$ cat src/rtl/hdmitx_pkg.sv
// Shared definitions for the HDMI TX link controller: FSM state encoding,
// TMDS control token and counter sizing helpers.
// Optional feature macro: HDMITX_LOCK_TIMEOUT_EN adds the MMCM_RST state.
package hdmitx_pkg;

    typedef enum logic [2:0] {
        ST_WAIT_LOCK = 3'd0,
        ST_DEBOUNCE  = 3'd1,
        ST_SER_RST   = 3'd2,
        ST_SETTLE    = 3'd3,
        ST_RUN       = 3'd4
`ifdef HDMITX_LOCK_TIMEOUT_EN
        ,
        ST_MMCM_RST  = 3'd5
`endif
    } state_e;

    // TMDS control token sent on every lane while video is blocked
    localparam logic [9:0]  CTRL_TOKEN = 10'b1101010100;
    localparam logic [29:0] CTRL_TOK3  = {3{CTRL_TOKEN}};

    function automatic int unsigned max4(
        input int unsigned a,
        input int unsigned b,
        input int unsigned c,
        input int unsigned d
    );
        int unsigned m;
        m = a;
        if (b > m) m = b;
        if (c > m) m = c;
        if (d > m) m = d;
        return m;
    endfunction

    // Bits needed to hold 0..max_val (counters saturate, never wrap)
    function automatic int cnt_width(input int unsigned max_val);
        if (max_val < 2) return 1;
        return $clog2(max_val + 1);
    endfunction

endpackage

$ cat src/rtl/hdmitx_link_ctrl_if.sv
// Link-side bundle of the HDMI TX link controller.
// Ports: tx_data_i (encoder words in), tx_data_o/tx_rst/mmcm_rst/link_up out.
interface hdmitx_link_ctrl_if;

    logic [29:0] tx_data_i;
    logic [29:0] tx_data_o;
    logic        tx_rst;
    logic        mmcm_rst;
    logic        link_up;

    // master: the link controller
    modport master (
        input  tx_data_i,
        output tx_data_o,
        output tx_rst,
        output mmcm_rst,
        output link_up
    );

    // slave: encoder / serializer side
    modport slave (
        output tx_data_i,
        input  tx_data_o,
        input  tx_rst,
        input  mmcm_rst,
        input  link_up
    );

endinterface

$ cat src/rtl/hdmitx_sync2.sv
// Two-flop synchronizer with asynchronous active-low clear.
// Ports: clk_i, rst_ni (async clear), d_i (async in), q_o (synced out).
module hdmitx_sync2 (
    input  logic clk_i,
    input  logic rst_ni,
    input  logic d_i,
    output logic q_o
);

    logic [1:0] ff_q;

    always_ff @(posedge clk_i or negedge rst_ni) begin
        if (!rst_ni) begin
            ff_q <= 2'b00;
        end else begin
            ff_q <= {ff_q[0], d_i};
        end
    end

    assign q_o = ff_q[1];

endmodule

$ cat src/rtl/hdmitx_link_ctrl.sv
// HDMI TX link bring-up: debounce MMCM lock, reset serializers, settle,
// then pass encoder words. Ports: pclk, rst_n, mmcm_locked, link (master).
// Optional: HDMITX_LOCK_TIMEOUT_EN enables MMCM reset on lock timeout.
module hdmitx_link_ctrl #(
    parameter int unsigned DEBOUNCE_CYC = 1024,
    parameter int unsigned RST_CYC      = 16,
    // must be at least 129
    parameter int unsigned SETTLE_CYC   = 256,
    parameter int unsigned LOCK_TIMEOUT = 1048576
) (
    input  logic               pclk,
    input  logic               rst_n,
    input  logic               mmcm_locked,
    hdmitx_link_ctrl_if.master link
);

    import hdmitx_pkg::*;

    localparam int unsigned CNT_MAX =
        max4(DEBOUNCE_CYC, RST_CYC, SETTLE_CYC, LOCK_TIMEOUT);
    localparam int CNT_W = cnt_width(CNT_MAX);

    localparam logic [CNT_W-1:0] DEB_LAST =
        CNT_W'(DEBOUNCE_CYC - 1);
    localparam logic [CNT_W-1:0] RST_LAST =
        CNT_W'(RST_CYC - 1);
    localparam logic [CNT_W-1:0] SET_LAST =
        CNT_W'(SETTLE_CYC - 1);
`ifdef HDMITX_LOCK_TIMEOUT_EN
    localparam logic [CNT_W-1:0] TMO_LAST =
        CNT_W'(LOCK_TIMEOUT - 1);
`endif

    logic rst_sync_n;
    logic lock_s;

    // async assert, synchronous deassert of the internal reset
    hdmitx_sync2 u_rst_sync (
        .clk_i  (pclk),
        .rst_ni (rst_n),
        .d_i    (1'b1),
        .q_o    (rst_sync_n)
    );

    hdmitx_sync2 u_lock_sync (
        .clk_i  (pclk),
        .rst_ni (rst_sync_n),
        .d_i    (mmcm_locked),
        .q_o    (lock_s)
    );

    state_e           state_q, state_d;
    logic [CNT_W-1:0] cnt_q, cnt_d;
    logic [29:0]      data_q, data_d;
    logic             tx_rst_q, tx_rst_d;
    logic             link_up_q, link_up_d;

    always_comb begin
        state_d = state_q;
        unique case (state_q)
            ST_WAIT_LOCK: begin
                if (lock_s) begin
                    state_d = ST_DEBOUNCE;
                end
`ifdef HDMITX_LOCK_TIMEOUT_EN
                else if (cnt_q == TMO_LAST) begin
                    state_d = ST_MMCM_RST;
                end
`endif
            end
            ST_DEBOUNCE: begin
                if (cnt_q == DEB_LAST) state_d = ST_SER_RST;
            end
            ST_SER_RST: begin
                if (cnt_q == RST_LAST) state_d = ST_SETTLE;
            end
            ST_SETTLE: begin
                if (cnt_q == SET_LAST) state_d = ST_RUN;
            end
            ST_RUN: begin
                state_d = ST_RUN;
            end
`ifdef HDMITX_LOCK_TIMEOUT_EN
            ST_MMCM_RST: begin
                if (cnt_q == RST_LAST) state_d = ST_WAIT_LOCK;
            end
`endif
            default: begin
                state_d = ST_WAIT_LOCK;
            end
        endcase

        // Lock loss wins over any terminal count. MMCM_RST is
        // excluded: lock is expected low there and the pulse must finish.
        if (!lock_s &&
            (state_q == ST_DEBOUNCE || state_q == ST_SER_RST ||
             state_q == ST_SETTLE   || state_q == ST_RUN)) begin
            state_d = ST_WAIT_LOCK;
        end
    end

    // Shared counter: cleared on every state change, saturates otherwise
    always_comb begin
        cnt_d = cnt_q;
        if (state_d != state_q) begin
            cnt_d = '0;
        end else if (cnt_q != '1) begin
            cnt_d = cnt_q + 1'b1;
        end
    end

    // Outputs are registered from next state so they change with it
    always_comb begin
        link_up_d = (state_d == ST_RUN);
        tx_rst_d  = !((state_d == ST_SETTLE) ||
                      (state_d == ST_RUN));
        data_d    = link_up_d ? link.tx_data_i : CTRL_TOK3;
    end

    always_ff @(posedge pclk or negedge rst_sync_n) begin
        if (!rst_sync_n) begin
            state_q   <= ST_WAIT_LOCK;
            cnt_q     <= '0;
            data_q    <= CTRL_TOK3;
            tx_rst_q  <= 1'b1;
            link_up_q <= 1'b0;
        end else begin
            state_q   <= state_d;
            cnt_q     <= cnt_d;
            data_q    <= data_d;
            tx_rst_q  <= tx_rst_d;
            link_up_q <= link_up_d;
        end
    end

`ifdef HDMITX_LOCK_TIMEOUT_EN
    logic mmcm_rst_q, mmcm_rst_d;

    always_comb begin
        mmcm_rst_d = (state_d == ST_MMCM_RST);
    end

    always_ff @(posedge pclk or negedge rst_sync_n) begin
        if (!rst_sync_n) begin
            mmcm_rst_q <= 1'b0;
        end else begin
            mmcm_rst_q <= mmcm_rst_d;
        end
    end

    assign link.mmcm_rst = mmcm_rst_q;
`else
    assign link.mmcm_rst = 1'b0;
`endif

    assign link.tx_data_o = data_q;
    assign link.tx_rst    = tx_rst_q;
    assign link.link_up   = link_up_q;

endmodule

$ cat src/flat_wrapper.sv
// flat-port wrapper written by rule: the top's interface ports become plain ports
module hdmitx_link_ctrl_flat import hdmitx_pkg::*;
#(
    parameter int unsigned DEBOUNCE_CYC = 1024,
    parameter int unsigned RST_CYC      = 16,
                           
    parameter int unsigned SETTLE_CYC   = 256,
    parameter int unsigned LOCK_TIMEOUT = 1048576
)
  (pclk, rst_n, mmcm_locked, link_tx_data_i, link_tx_data_o, link_tx_rst, link_mmcm_rst, link_link_up);
  hdmitx_link_ctrl_if link_i ();
  input  logic pclk;
  input  logic rst_n;
  input  logic mmcm_locked;
  input wire logic [$bits(link_i.tx_data_i)-1:0] link_tx_data_i;
  output wire logic [$bits(link_i.tx_data_o)-1:0] link_tx_data_o;
  output wire logic [$bits(link_i.tx_rst)-1:0] link_tx_rst;
  output wire logic [$bits(link_i.mmcm_rst)-1:0] link_mmcm_rst;
  output wire logic [$bits(link_i.link_up)-1:0] link_link_up;
  assign link_i.tx_data_i = link_tx_data_i;
  assign link_tx_data_o = link_i.tx_data_o;
  assign link_tx_rst = link_i.tx_rst;
  assign link_mmcm_rst = link_i.mmcm_rst;
  assign link_link_up = link_i.link_up;
  hdmitx_link_ctrl #(.DEBOUNCE_CYC(DEBOUNCE_CYC), .RST_CYC(RST_CYC), .SETTLE_CYC(SETTLE_CYC), .LOCK_TIMEOUT(LOCK_TIMEOUT)) u_core (.pclk(pclk), .rst_n(rst_n), .mmcm_locked(mmcm_locked), .link(link_i));
endmodule
$ cat config.mk
export PLATFORM = sky130hd
export DESIGN_NAME = hdmitx_link_ctrl_flat
export DESIGN_NICKNAME = d
export VERILOG_FILES = /design/src/rtl/hdmitx_pkg.sv /design/src/rtl/hdmitx_link_ctrl_if.sv /design/src/rtl/hdmitx_sync2.sv /design/src/rtl/hdmitx_link_ctrl.sv /design/src/flat_wrapper.sv
export SDC_FILE = /design/constraint.sdc
export NUM_CORES = 1
export LEC_CHECK = 0
export BUFFER_PORTS_ARGS = -buffer_cell sky130_fd_sc_hd__buf_2
export CAP_MARGIN = 5
export CORE_MARGIN = 2
export CORE_UTILIZATION = 45
export CTS_BUF_LIST = sky130_fd_sc_hd__clkbuf_4 sky130_fd_sc_hd__clkbuf_8
export DETAILED_ROUTE_END_ITERATION = 8
export HOLD_SLACK_MARGIN = 0.03
export PLACE_DENSITY = 0.75
export SYNTH_ARGS = -nofsm -noshare
export SYNTH_HDL_FRONTEND = slang
export SYNTH_SLANG_ARGS = --single-unit
$ cat constraint.sdc
create_clock -name pclk -period 2.6 [get_ports pclk]
set_clock_uncertainty 0.05 [all_clocks]
set_input_delay 0.26 -clock pclk [delete_from_list [all_inputs] [get_ports pclk]]
set_output_delay 0.26 -clock pclk [all_outputs]
set_load 0.02 [all_outputs]
==> flow_metrics.py <==
metrics = {
    "min_path": {
        "whs_path_depth": 2,
        "min-delay-start": "link_tx_data_i[14]",
        "holdCritPathClass": "input pin to register",
        "min_to": "u_core.link.tx_data_o[14]",
    },
    "yosys": {
        "synth.top_cell.area_share": 0.4057,
        "synth-seq-area-share": 0.5606,
        "synth_area_sq_um": 2714,
        "syn_inst": 241,
        "post-synth-top-count-cell": "dfrtp_1",
        "synth_top_area_cell": "dfrtp_1",
        "synth_edf_count": 0,
        "yosys-top-cells-count": "44 x dfrtp_1, 18 x nor3_1, 16 x and2_1, 16 x dfstp_2, 16 x nand2b_1",
        "yosys-top-cells-area": "dfrtp_1 41%, dfstp_2 15%, and2_1 3.7%",
        "synth_fp_nets": 275,
        "synth_ff_type": "dfrtp_1",
        "synth-seq-cells": 60,
        "async_flop_share": 1.000,
        "post_synth.cell_area_avg_sq_um": 11.26,
        "ys_types": 50,
        "ys.warnings.count": 0,
    },
    "timing": {
        "finalHoldViolations": 0,
        "fmax_mhz": 453.0,
        "hold_ws_ps": 52.98,
        "min_period_over_period": 0.8491,
        "rsz0062_at_grt": "false",
        "setup_slack_ps": 392.3,
        "setup_violations": 0,
        "fin_tns_setup_ps": 0,
        "slew_viol_final": 0,
        "period_needed_ps": 2208,
    },
    "route": {
        "ant_nets": 0,
        "wl_mm": 5.214,
        "firstDrtPassIters": 4,
        "dr_total_vias": 2011,
        "vias_per_cell": 5.183,
        "wl_per_cell_um": 13.44,
        "drcViolationCount": 0,
        "drt_iter0_markers": 160,
    },
    "power": {
        "p_leak_nw": 1.461,
        "power_density_nw_per_um2": 541.0,
        "peakVddDrop_mv": 0.3977,
    },
    "cells_and_area": {
        "seq_area_sq_um": 1523,
        "num_antenna_cells": 0,
        "area_delta_synth_final_pct": 21.39,
        "multi_input_area_sq_um": 1070,
        "final_net_count": 342,
        "nFillCells": 511,
        "drive_gt1_frac": 0.3738,
        "finish.utilization": 0.5597,
    },
    "global_routing": {
        "track_usage": 0.1686,
        "grt_max_degree": 24,
        "grt_pass1_wl_mm": 8.431,
        "grt_antenna_before_repair": 0,
        "grt_pass1_vias": 1909,
        "grt_overflow": 0,
    },
    "die": {
        "start_util": 0.4611,
        "die_x_um": 81.66,
        "row_count": 28,
        "io_pins": 66,
        "dieArea_sq_um": 6668,
        "coreArea_sq_um": 5886,
        "die_y_um": 81.66,
    },
    "setup_path": {
        "critical_path_peak_fanout": 21,
        "reg2reg_to": "u_core.cnt_q[14]",
        "critPathKind": "register to register",
        "cp_slowest_cell": "dfrtp_1",
        "cp_cell_sequence": "ha_1 -> and3_1 -> and2_1 -> a311oi_1 -> o21ai_1 -> buf_4 -> nor4b_1",
        "timing.critical_path.buf_inv": 1,
        "cp_top_family": "simple AND/OR/NAND/NOR gates",
        "crit_required_ps": 2770,
        "slowest_delay_ps": 480,
        "crit_path_start_kind": "register",
        "r2r_slack_ps": 390,
        "worstPathArrival_ps": 2380,
        "r2r_cells": 7,
        "end_kind": "register",
        "worstReg2RegStart": "u_core.cnt_q[0]",
    },
    "outcome": {
        "outcome": "finished clean",
    },
    "clock_tree": {
        "cts_buffers": 9,
        "cts_tree": "done",
        "clkTransAtPathRegs_ps": 70,
        "htreeDepth": 3,
        "clock_path_buffers": 2,
        "clkLatencyLatePin_ps": 330,
        "clock-sinks": 60,
        "clockRootBuffer": "clkbuf_8",
        "post_cts_resized": 0,
    },
    "placed_design": {
        "place_hpwl_mm": 3.709,
        "port_buffers": 64,
        "place_ws_ps": 395.8,
        "globalplace.congestion": 0.7993,
    },
    "flow_run": {
        "maxCapViolations": 0,
    },
}
[per-stage QoR]
step	total power, mW	cell area (sq um)	instances
floorplan	1.008	2714	241
global placement	1.044	3090	370
detailed placement	1.045	3090	370
CTS	1.810	3294	388
global route	1.862	3294	388
finish	1.782	3294	388
[per-layer routing]
layer  routed length [um]  track usage
met2                 2617       0.2598
met4                  108       0.1050
met3                  208      0.04176
met5                    0            0
met1                 2279       0.2135
[worst max path at each step]
stage / from / endpoint / slack, ps / cells after the start
6_report: u_core.cnt_q[0] / u_core.cnt_q[14] / 390 / 7
5_1_grt: u_core.cnt_q[0] / u_core.cnt_q[14] / 200 / 7
4_1_cts: u_core.cnt_q[0] / u_core.cnt_q[14] / 390 / 7
3_5_place_dp: u_core.cnt_q[0] / u_core.cnt_q[14] / 400 / 7
3_3_place_gp: u_core.cnt_q[0] / u_core.cnt_q[14] / 470 / 7
2_1_floorplan: u_core.cnt_q[1] / u_core.cnt_q[5] / 730 / 7
[flip-flops by register name (all words and copies together), names as in the netlist]
register	flops
u_core.link.tx_data_o	30
u_core.cnt_q	21
u_core.state_q	3
u_core.u_lock_sync.ff_q	2
u_core.u_rst_sync.ff_q	2
u_core.link.link_up	1
u_core.link.tx_rst	1
[timing repair]
action,CTS,global route
hold endpoints to repair,3,0
hold buffers,2,0
setup buffers,0,0
endpoints found under the setup margin,0,0
[kinds of logic after synthesis]
logic type / count (synthesis) / synth area share
AND/OR/NAND/NOR: 107 / 0.2430
flip-flops: 60 / 0.5606
AO/OA/AOI/OAI: 36 / 0.09728
buffers and inverters: 21 / 0.04518
XOR/XNOR: 11 / 0.03550
multiplexers: 3 / 0.01107
other: 2 / 0.002767
adder cells (fa/ha/maj): 1 / 0.004610
[final cells by class]
class,count,share of cell area
clock buffers,12,0.04823
multi-input cells,160,0.3247
repair buffers,74,0.1253
inverters,3,0.003418
clock inverters,4,0.007596
well taps,75,0.02848
flip-flops and latches,60,0.4622
[power breakdown]
group          leakage (nW)  switching (mW)  internal (mW)
combinational         0.600          0.0332         0.0359
sequential            0.769          0.0177          0.943
clock                0.0918           0.348          0.405
total                  1.46           0.399           1.38
[cells in the final DEF, fill, tap and decap left out, types with 5 or more instances in the layout]
cell type / instances
nor2_1: 8
and2_1: 16
nand4_1: 9
xnor2_1: 5
a211oi_1: 5
nand2b_1: 16
buf_4: 7
buf_2: 64
nor3_1: 18
dfstp_2: 16
nand2_1: 6
clkbuf_8: 11
dfrtp_1: 43
o21ai_0: 11
xor2_1: 6
and3_1: 5
Note: power is estimated with default switching activity, not from simulation.
